## config.mk

```make
export PLATFORM = sky130hd
export DESIGN_NAME = alu_op_sequencer
export DESIGN_NICKNAME = d
export VERILOG_FILES = /design/src/rtl/alu_pkg.sv /design/src/rtl/alu_res_fifo.sv /design/src/rtl/alu_op_sequencer.sv
export SDC_FILE = /design/constraint.sdc
export NUM_CORES = 1
export LEC_CHECK = 0
export BUFFER_PORTS_ARGS = -buffer_cell sky130_fd_sc_hd__buf_2
export CORE_UTILIZATION = 35
export CTS_BUF_LIST = sky130_fd_sc_hd__clkbuf_4 sky130_fd_sc_hd__clkbuf_8 sky130_fd_sc_hd__clkbuf_16
export CTS_CLUSTER_SIZE = 8
export DETAILED_ROUTE_END_ITERATION = 8
export PLACE_DENSITY = 0.73
export SYNTH_ARGS = -nofsm -noshare
export SYNTH_HDL_FRONTEND = slang
export SYNTH_SLANG_ARGS = --single-unit
```

## constraint.sdc

```tcl
create_clock -name clk -period 4.3 [get_ports clk]
set_input_delay 0 -clock clk [delete_from_list [all_inputs] [get_ports clk]]
set_output_delay 0 -clock clk [all_outputs]
set_load 0.01 [all_outputs]
```

## src/rtl/alu_pkg.sv

```systemverilog
// Shared ALU definitions: datapath width default, select width and select-class decode.
// Used by the sequencer and by anything that models the external ALU.
package alu_pkg;
  localparam int WIDTH_DEF = 32;
  localparam int SEL_W     = 5;

  typedef enum logic [1:0] {
    SEL_ARITH = 2'b00,
    SEL_SHIFT = 2'b01,
    SEL_LOGIC = 2'b10
  } sel_class_e;

  function automatic sel_class_e sel_class(input logic [SEL_W-1:0] sel);
    return sel_class_e'(sel[4:3]);
  endfunction
endpackage

```

## src/rtl/alu_res_fifo.sv

```systemverilog
// Synchronous result FIFO, WIDTH x DEPTH, with count-based full/empty.
// DEPTH must be a power of two so the pointers wrap naturally.
module alu_res_fifo #(
  parameter int WIDTH = 32,
  parameter int DEPTH = 2
) (
  input  logic             clk,
  input  logic             rst_n,
  input  logic             push,
  input  logic             pop,
  input  logic [WIDTH-1:0] wdata,
  output logic [WIDTH-1:0] rdata,
  output logic             full,
  output logic             empty
);
  localparam int AW = (DEPTH > 1) ? $clog2(DEPTH) : 1;
  localparam logic [AW:0] DEPTH_CNT = DEPTH[AW:0];

  logic [WIDTH-1:0] mem_q [DEPTH];
  logic [AW-1:0]    wr_ptr_q, wr_ptr_d;
  logic [AW-1:0]    rd_ptr_q, rd_ptr_d;
  logic [AW:0]      count_q, count_d;
  logic             do_push, do_pop;

  // A push into a full FIFO is legal only when the head leaves on the same edge.
  always_comb begin
    do_pop   = pop && (count_q != '0);
    do_push  = push && ((count_q != DEPTH_CNT) || do_pop);
    wr_ptr_d = wr_ptr_q;
    rd_ptr_d = rd_ptr_q;
    count_d  = count_q;
    if (do_push) wr_ptr_d = wr_ptr_q + 1'b1;
    if (do_pop)  rd_ptr_d = rd_ptr_q + 1'b1;
    case ({do_push, do_pop})
      2'b10:   count_d = count_q + 1'b1;
      2'b01:   count_d = count_q - 1'b1;
      default: count_d = count_q;
    endcase
  end

  always_ff @(posedge clk or negedge rst_n) begin
    if (!rst_n) begin
      wr_ptr_q <= '0;
      rd_ptr_q <= '0;
      count_q  <= '0;
    end else begin
      wr_ptr_q <= wr_ptr_d;
      rd_ptr_q <= rd_ptr_d;
      count_q  <= count_d;
    end
  end

  always_ff @(posedge clk) begin
    if (do_push) mem_q[wr_ptr_q] <= wdata;
  end

  assign rdata = mem_q[rd_ptr_q];
  assign full  = (count_q == DEPTH_CNT);
  assign empty = (count_q == '0);
endmodule

```

## src/rtl/alu_op_sequencer.sv

```systemverilog
// Issues commands to an external combinational ALU through one register stage and
// queues its results in order. Optional accumulator chaining under `ALU_ACC_CHAIN_EN.
module alu_op_sequencer
  import alu_pkg::*;
#(
  parameter int WIDTH     = WIDTH_DEF,
  parameter int RES_DEPTH = 2
) (
  input  logic             clk,
  input  logic             rst_n,
  input  logic             cmd_valid,
  output logic             cmd_ready,
  input  logic [SEL_W-1:0] cmd_sel,
  input  logic [WIDTH-1:0] cmd_a,
  input  logic [WIDTH-1:0] cmd_b,
  input  logic             cmd_use_acc,
  output logic [WIDTH-1:0] alu_a,
  output logic [WIDTH-1:0] alu_b,
  output logic [SEL_W-1:0] alu_sel,
  input  logic [WIDTH-1:0] alu_f,
  output logic             res_valid,
  input  logic             res_ready,
  output logic [WIDTH-1:0] res_data,
  output logic             busy
);
  logic             issue_vld_q, issue_vld_d;
  logic [WIDTH-1:0] alu_a_q, alu_a_d;
  logic [WIDTH-1:0] alu_b_q, alu_b_d;
  logic [SEL_W-1:0] alu_sel_q, alu_sel_d;
  logic             fifo_full, fifo_empty;
  logic             pop, capture, accept;
  logic [WIDTH-1:0] op_a;

  // Handshakes: a transfer happens on a rising edge where valid && ready; valid never
  // depends on ready. cmd_ready frees up in the same cycle the issue stage is captured.
  assign pop       = res_ready && !fifo_empty;
  assign capture   = issue_vld_q && (!fifo_full || pop);
  assign cmd_ready = !issue_vld_q || capture;
  assign accept    = cmd_valid && cmd_ready;

`ifdef ALU_ACC_CHAIN_EN
  logic [WIDTH-1:0] acc_q, acc_d;

  // A chained command arriving while its predecessor is captured takes alu_f directly.
  always_comb begin
    acc_d = acc_q;
    if (capture) acc_d = alu_f;
    op_a = cmd_a;
    if (cmd_use_acc) op_a = capture ? alu_f : acc_q;
  end

  always_ff @(posedge clk or negedge rst_n) begin
    if (!rst_n) acc_q <= '0;
    else        acc_q <= acc_d;
  end
`else
  logic unused_use_acc;
  assign unused_use_acc = cmd_use_acc;
  assign op_a           = cmd_a;
`endif

  always_comb begin
    issue_vld_d = issue_vld_q;
    alu_a_d     = alu_a_q;
    alu_b_d     = alu_b_q;
    alu_sel_d   = alu_sel_q;
    if (capture) issue_vld_d = 1'b0;
    if (accept) begin
      issue_vld_d = 1'b1;
      alu_a_d     = op_a;
      alu_b_d     = cmd_b;
      alu_sel_d   = cmd_sel;
    end
  end

  always_ff @(posedge clk or negedge rst_n) begin
    if (!rst_n) begin
      issue_vld_q <= 1'b0;
      alu_a_q     <= '0;
      alu_b_q     <= '0;
      alu_sel_q   <= '0;
    end else begin
      issue_vld_q <= issue_vld_d;
      alu_a_q     <= alu_a_d;
      alu_b_q     <= alu_b_d;
      alu_sel_q   <= alu_sel_d;
    end
  end

  alu_res_fifo #(
    .WIDTH (WIDTH),
    .DEPTH (RES_DEPTH)
  ) u_res_fifo (
    .clk   (clk),
    .rst_n (rst_n),
    .push  (capture),
    .pop   (pop),
    .wdata (alu_f),
    .rdata (res_data),
    .full  (fifo_full),
    .empty (fifo_empty)
  );

  assign alu_a     = alu_a_q;
  assign alu_b     = alu_b_q;
  assign alu_sel   = alu_sel_q;
  assign res_valid = !fifo_empty;
  assign busy      = issue_vld_q || !fifo_empty;
endmodule
```

---- Word-level counts from Yosys, hierarchy flattened ----
Memories as Yosys holds them, arrays and structs flattened.
Index checks and enable logic that the tools add are counted.
storage, ports and cells
  bits of input ports ..................... 106
  bits in registers ....................... 74
  memories kept ........................... 1
  memory bits (writable) .................. 64
memory list
  name              depth  bits a word  rd ports  clocked after Yosys merged registers in  wr ports  line                text
  u_res_fifo.mem_q  2      32           1         0                                        1         alu_res_fifo.sv:19  logic [WIDTH-1:0] mem_q [DEPTH];
operators by class
  reduce and logical (&&, ||, !) cells .... 16
  eq/ne operators ......................... 4
  add/subtract/negate cells ............... 4
  mux-type cells .......................... 5
operator list
  cell                                              count
  nonzero test 2 bit                                3
  logical AND 1 bit                                 5
  == test 2 bit, second input constant              2
  logical OR 1 bit                                  4
  two-way mux 1 bit                                 4
  case mux 2 bit (2 select lines)                   1
  zero test 1 bit                                   3
  adder 1 bit, second input constant                2
  adder 2 x 1 -> 2 bit, second input constant       1
  == test 2 x 1 -> 1 bit, second input constant     1
  zero test 2 bit                                   1
  != test 2 bit, second input constant              1
  subtractor 2 x 1 -> 2 bit, second input constant  1

---- Logic depth before layout (Yosys ltp) ----
  word-level depth ........................ 8
  gate-level depth with buffers ........... 6

---- Cells and area by module ----
Synthesis repeated with hierarchy kept, for this count alone.
second synthesis, totals
  cells, all modules ...................... 279
  area total of the unflattened synthesis .. 5221.3 um^2
by module, submodules not included
  module            cells each  area each (um^2)  instances
  alu_op_sequencer  155         2696.3            1
  alu_res_fifo      124         2524.9            1

---- Worst setup path before layout ----
Ideal clock, no wire load.
  path kind ............................... reg-to-reg
  from .................................... register u_res_fifo.count_q[0]
  to ...................................... memory u_res_fifo.mem_q[0][0] (enable)
  data required time ...................... 3879 ps
  library setup time ...................... 421 ps
  buffers on the path ..................... 0
  clock period less this slack ............ 2428 ps
  data arrival time ....................... 2007 ps
  slack ................................... 1872 ps
  cell stages (with the launch flop) ...... 4
  path through ............................ dfrtp_1 > nand2b_1 > o21ai_1 > nor2_1
between the ends
  word-level cells in the longest chain between the ends .. 8
ends and longest elaborated chain
  element                                                line                                        text
  start, declared                                        alu_res_fifo.sv:22                          logic [AW:0] count_q, count_d;
  start signal, assigned                                 alu_res_fifo.sv:49                          count_q <= count_d;
  zero test 2 bit                                        alu_res_fifo.sv:59                          assign empty = (count_q == '0);
  zero test 1 bit                                        alu_op_sequencer.sv:36                      assign pop = res_ready && !fifo_empty;
  logical AND 1 bit                                      alu_op_sequencer.sv:36
  logical OR 1 bit or logical AND 1 bit (tied branches)  alu_op_sequencer.sv:37, alu_res_fifo.sv:27
  logical AND 1 bit or logical OR 1 bit (tied branches)  alu_op_sequencer.sv:37, alu_res_fifo.sv:28
  logical AND 1 bit *                                    alu_res_fifo.sv:28                          do_push = push && ((count_q != DEPTH_CNT) || do_pop);
  two-way mux 1 bit *                                    alu_res_fifo.sv:54                          if (do_push) mem_q[wr_ptr_q] <= wdata;
  two-way mux 1 bit (implied by the code) *              alu_res_fifo.sv:54
  end, declared                                          alu_res_fifo.sv:19
Every way passes the cells marked *; elsewhere a longest branch is shown, timed or not.

---- Worst setup path after layout ----
  from .................................... register u_res_fifo.count_q[0]
  to ...................................... register alu_a_q[19] (netlist: alu_a[19])
between the ends
  word-level cells in the longest chain between the ends .. 7
ends and longest elaborated chain
  element               line                    text
  zero test 2 bit       alu_res_fifo.sv:59
  zero test 1 bit       alu_op_sequencer.sv:36
  logical AND 1 bit     alu_op_sequencer.sv:36
  logical OR 1 bit *    alu_op_sequencer.sv:37  assign capture = issue_vld_q && (!fifo_full || pop);
  logical AND 1 bit *   alu_op_sequencer.sv:37
  logical OR 1 bit *    alu_op_sequencer.sv:38  assign cmd_ready = !issue_vld_q || capture;
  logical AND 1 bit *   alu_op_sequencer.sv:39  assign accept = cmd_valid && cmd_ready;
  end signal, assigned  alu_op_sequencer.sv:84  alu_a_q <= alu_a_d;
  end, declared         alu_op_sequencer.sv:27  logic [WIDTH-1:0] alu_a_q, alu_a_d;
Marks and branches as above.
A chain may end at the register's enable or synchronous reset.

==> impl_metrics.py <==
metrics = {
    "die": {
        "coreArea_um2": 14500,
        "initial_utilization": 0.356,
        "fp.dieArea_um2": 15200,
        "die_x_um": 123,
        "die_h_um": 123,
        "rows": 44,
        "top_level_ports": 210,
    },
    "sta": {
        "setup_violations": 0,
        "worst_pin_slew_ns": 0.963,
        "fin_crit_ns": 2.00,
        "relSlewSlack": 0.358,
        "rsz0062_at_grt": "false",
        "drv_slew": 0,
        "hold_violations": 0,
        "finalSetupTns_ns": 0,
        "max_freq_mhz": 501,
        "finClkSkew_ns": 0.0107,
        "timing.final.ws_setup_ns": 2.30,
        "finalCritPeriodShare": 0.464,
    },
    "yosys": {
        "yosys_warnings": 0,
        "syn_area_per_cell_um2": 19.3,
        "netlist_area_um2": 5160,
        "synth_nets": 375,
        "syn_inst": 268,
        "yosysSeqAreaShare": 0.731,
        "ys_types": 19,
        "synth-seq-cells": 138,
    },
    "cts": {
        "cts_tree": "yes",
        "cts.clk_slew.worst_paths_ns": 0.06,
        "cts_buffers": 17,
        "cts-root-buf": "clkbuf_16",
        "clk_latency_ns": 0.41,
        "htree_levels": 4,
        "clockBufferDepth": 2,
        "cts_setup_buffers": 0,
        "clock-sinks": 138,
        "cts_resized": 0,
    },
    "critical_path": {
        "arrival_ns": 2.29,
        "crit_required_ns": 4.59,
        "crit_fanout": 69,
        "startpoint_type": "flop",
        "ff2ff_setup_slack_ns": 2.30,
        "r2r-end": "alu_a[19]",
        "reg2reg_depth": 3,
        "r2r_start": "u_res_fifo.count_q[0]",
        "critPathKind": "flop to flop",
        "end_kind": "flop",
    },
    "place": {
        "hpwlAfterDp_um": 7120,
        "pre_cts_slack_ns": 2.30,
        "gp_congestion": 0.723,
        "placement.io_buffers": 208,
    },
    "outcome": {
        "status": "completed",
    },
    "detailed_routing": {
        "wl_met1_um": 5000,
        "drtIter0Drc": 205,
        "vias": 3497,
        "drc": 0,
        "ant_nets": 0,
        "wire_per_inst_um": 15.5,
        "met3WireLength_um": 857,
        "dr.pass1.iters": 4,
        "drt_wl_total_um": 12200,
        "wl_met2_um": 6140,
        "via_per_inst": 4.44,
        "top_layer_used": "met4",
    },
    "final_layout": {
        "final_common_cell": "buf_2",
        "antenna_cells": 0,
        "layout_common_cells": "buf_2 (207), dlygate4sd3_1 (105), mux2_2 (91), dfrtp_1 (74), edfxtp_1 (64)",
        "synthToLayoutAreaGrowth_pct": 55.9,
        "fin_util": 0.556,
        "nNetsFinal": 697,
        "layout-drive-gt1-share": 0.575,
    },
    "power": {
        "ir_drop_mv": 0.230,
        "p_per_area_nw_per_um2": 555,
        "totalPowerFinal_w": 0.00447,
        "leakagePower_nw": 3.51,
    },
    "grt": {
        "grt_pass1_wl_um": 18000,
        "grt_use_total": 0.159,
        "antenna_found_initial": 0,
        "grt_pass1_vias": 3641,
        "grt_max_degree": 75,
        "gr-total-overflow": 0,
    },
    "min_path": {
        "hp-class": "primary input to asynchronous set/reset pin",
    },
    "job": {
        "cap_violations": 0,
    },
}
[registers in the layout, indices dropped and copies added (netlist names)]
signal,cells
u_res_fifo.mem_q,64
alu_a,32
alu_b,32
alu_sel,5
u_res_fifo.count_q,2
issue_vld_q,1
u_res_fifo.rd_ptr_q,1
u_res_fifo.wr_ptr_q,1
[cell type report]
| cell class | count | area [um2] |
|---|---|---|
| clock buffer | 18 | 433 |
| timing repair buffer | 314 | 2100 |
| fill | 1152 | 6430 |
| inverter | 1 | 3.75 |
| multi-input combinational | 118 | 1330 |
| sequential | 138 | 3770 |
| clock inverter | 14 | 171 |
| tap | 184 | 230 |
[worst max-delay path, stage by stage, from the launching register on]
cell	delay, ns
dfrtp_1	0.44
nand4bb_4	0.26
nand2_4	0.72
mux2_2	0.42
[repair_timing]
item / 4_1_cts / 5_1_grt
hold endpoints to repair: 209 / 0
hold buffers: 105 / 0
setup endpoints to repair: 0 / 0
[how the worst max path moves through the flow]
stage                          start  slack [ns]  depth (start not counted)                      to
3_3_place_gp   u_res_fifo.count_q[0]        2.36                          3               alu_a[12]
5_1_grt        u_res_fifo.count_q[0]        2.19                          3               alu_a[30]
3_5_place_dp   u_res_fifo.count_q[0]        2.30                          3               alu_a[20]
4_1_cts        u_res_fifo.count_q[0]        2.28                          3               alu_a[15]
2_1_floorplan  u_res_fifo.count_q[0]        1.87                          3  u_res_fifo.mem_q[0][0]
6_report       u_res_fifo.count_q[0]        2.30                          3               alu_a[19]
[where the power goes]
part | switching (W) | total (W) | internal (W)
registers | 0.000117 | 0.00182 | 0.00170
clock network | 0.000563 | 0.00148 | 0.000921
logic | 0.000572 | 0.00116 | 0.000590
total | 0.00125 | 0.00447 | 0.00321
[stage by stage]
step                      instances  area (um2)  hold slack [ns]
after floorplan                 268        5160           -0.296
after global placement          650        6390            0.183
after detailed placement        650        6390            0.193
after CTS                       787        8050            0.287
after global routing            787        8050            0.297
final                           787        8050            0.285
[layer usage]
metal,up-vias,track usage
li1,1629,-
met2,145,0.269
met5,-,0
met4,0,0.0708
met3,16,0.0563
met1,1707,0.182
[Yosys cell counts]
library cell,count,area (um2)
mux2_2,91,1020
dfrtp_1,74,1850
edfxtp_1,64,1920
mux2_4,10,150
buf_2,8,40.0
nor2_1,3,11.3
xnor2_1,3,26.3
buf_6,2,22.5
nand2b_1,2,12.5
xor2_1,2,17.5
and2_1,1,6.26
clkbuf_1,1,3.75
ha_1,1,12.5
inv_1,1,3.75
nand2_4,1,11.3
nand4bb_4,1,27.5
o21ai_1,1,5.00
or2_2,1,6.26
or3_1,1,6.26
[kinds of logic after synthesis]
group           count (synthesis)  share of synthesized area
simple gates                   10                     0.0158
mux                           101                      0.228
fa+ha+maj                       1                    0.00242
buf+inv                        12                     0.0136
compound gates                  1                   0.000969
flops                         138                      0.731
xor+xnor                        5                    0.00849
(Power assumes the default switching activity.)
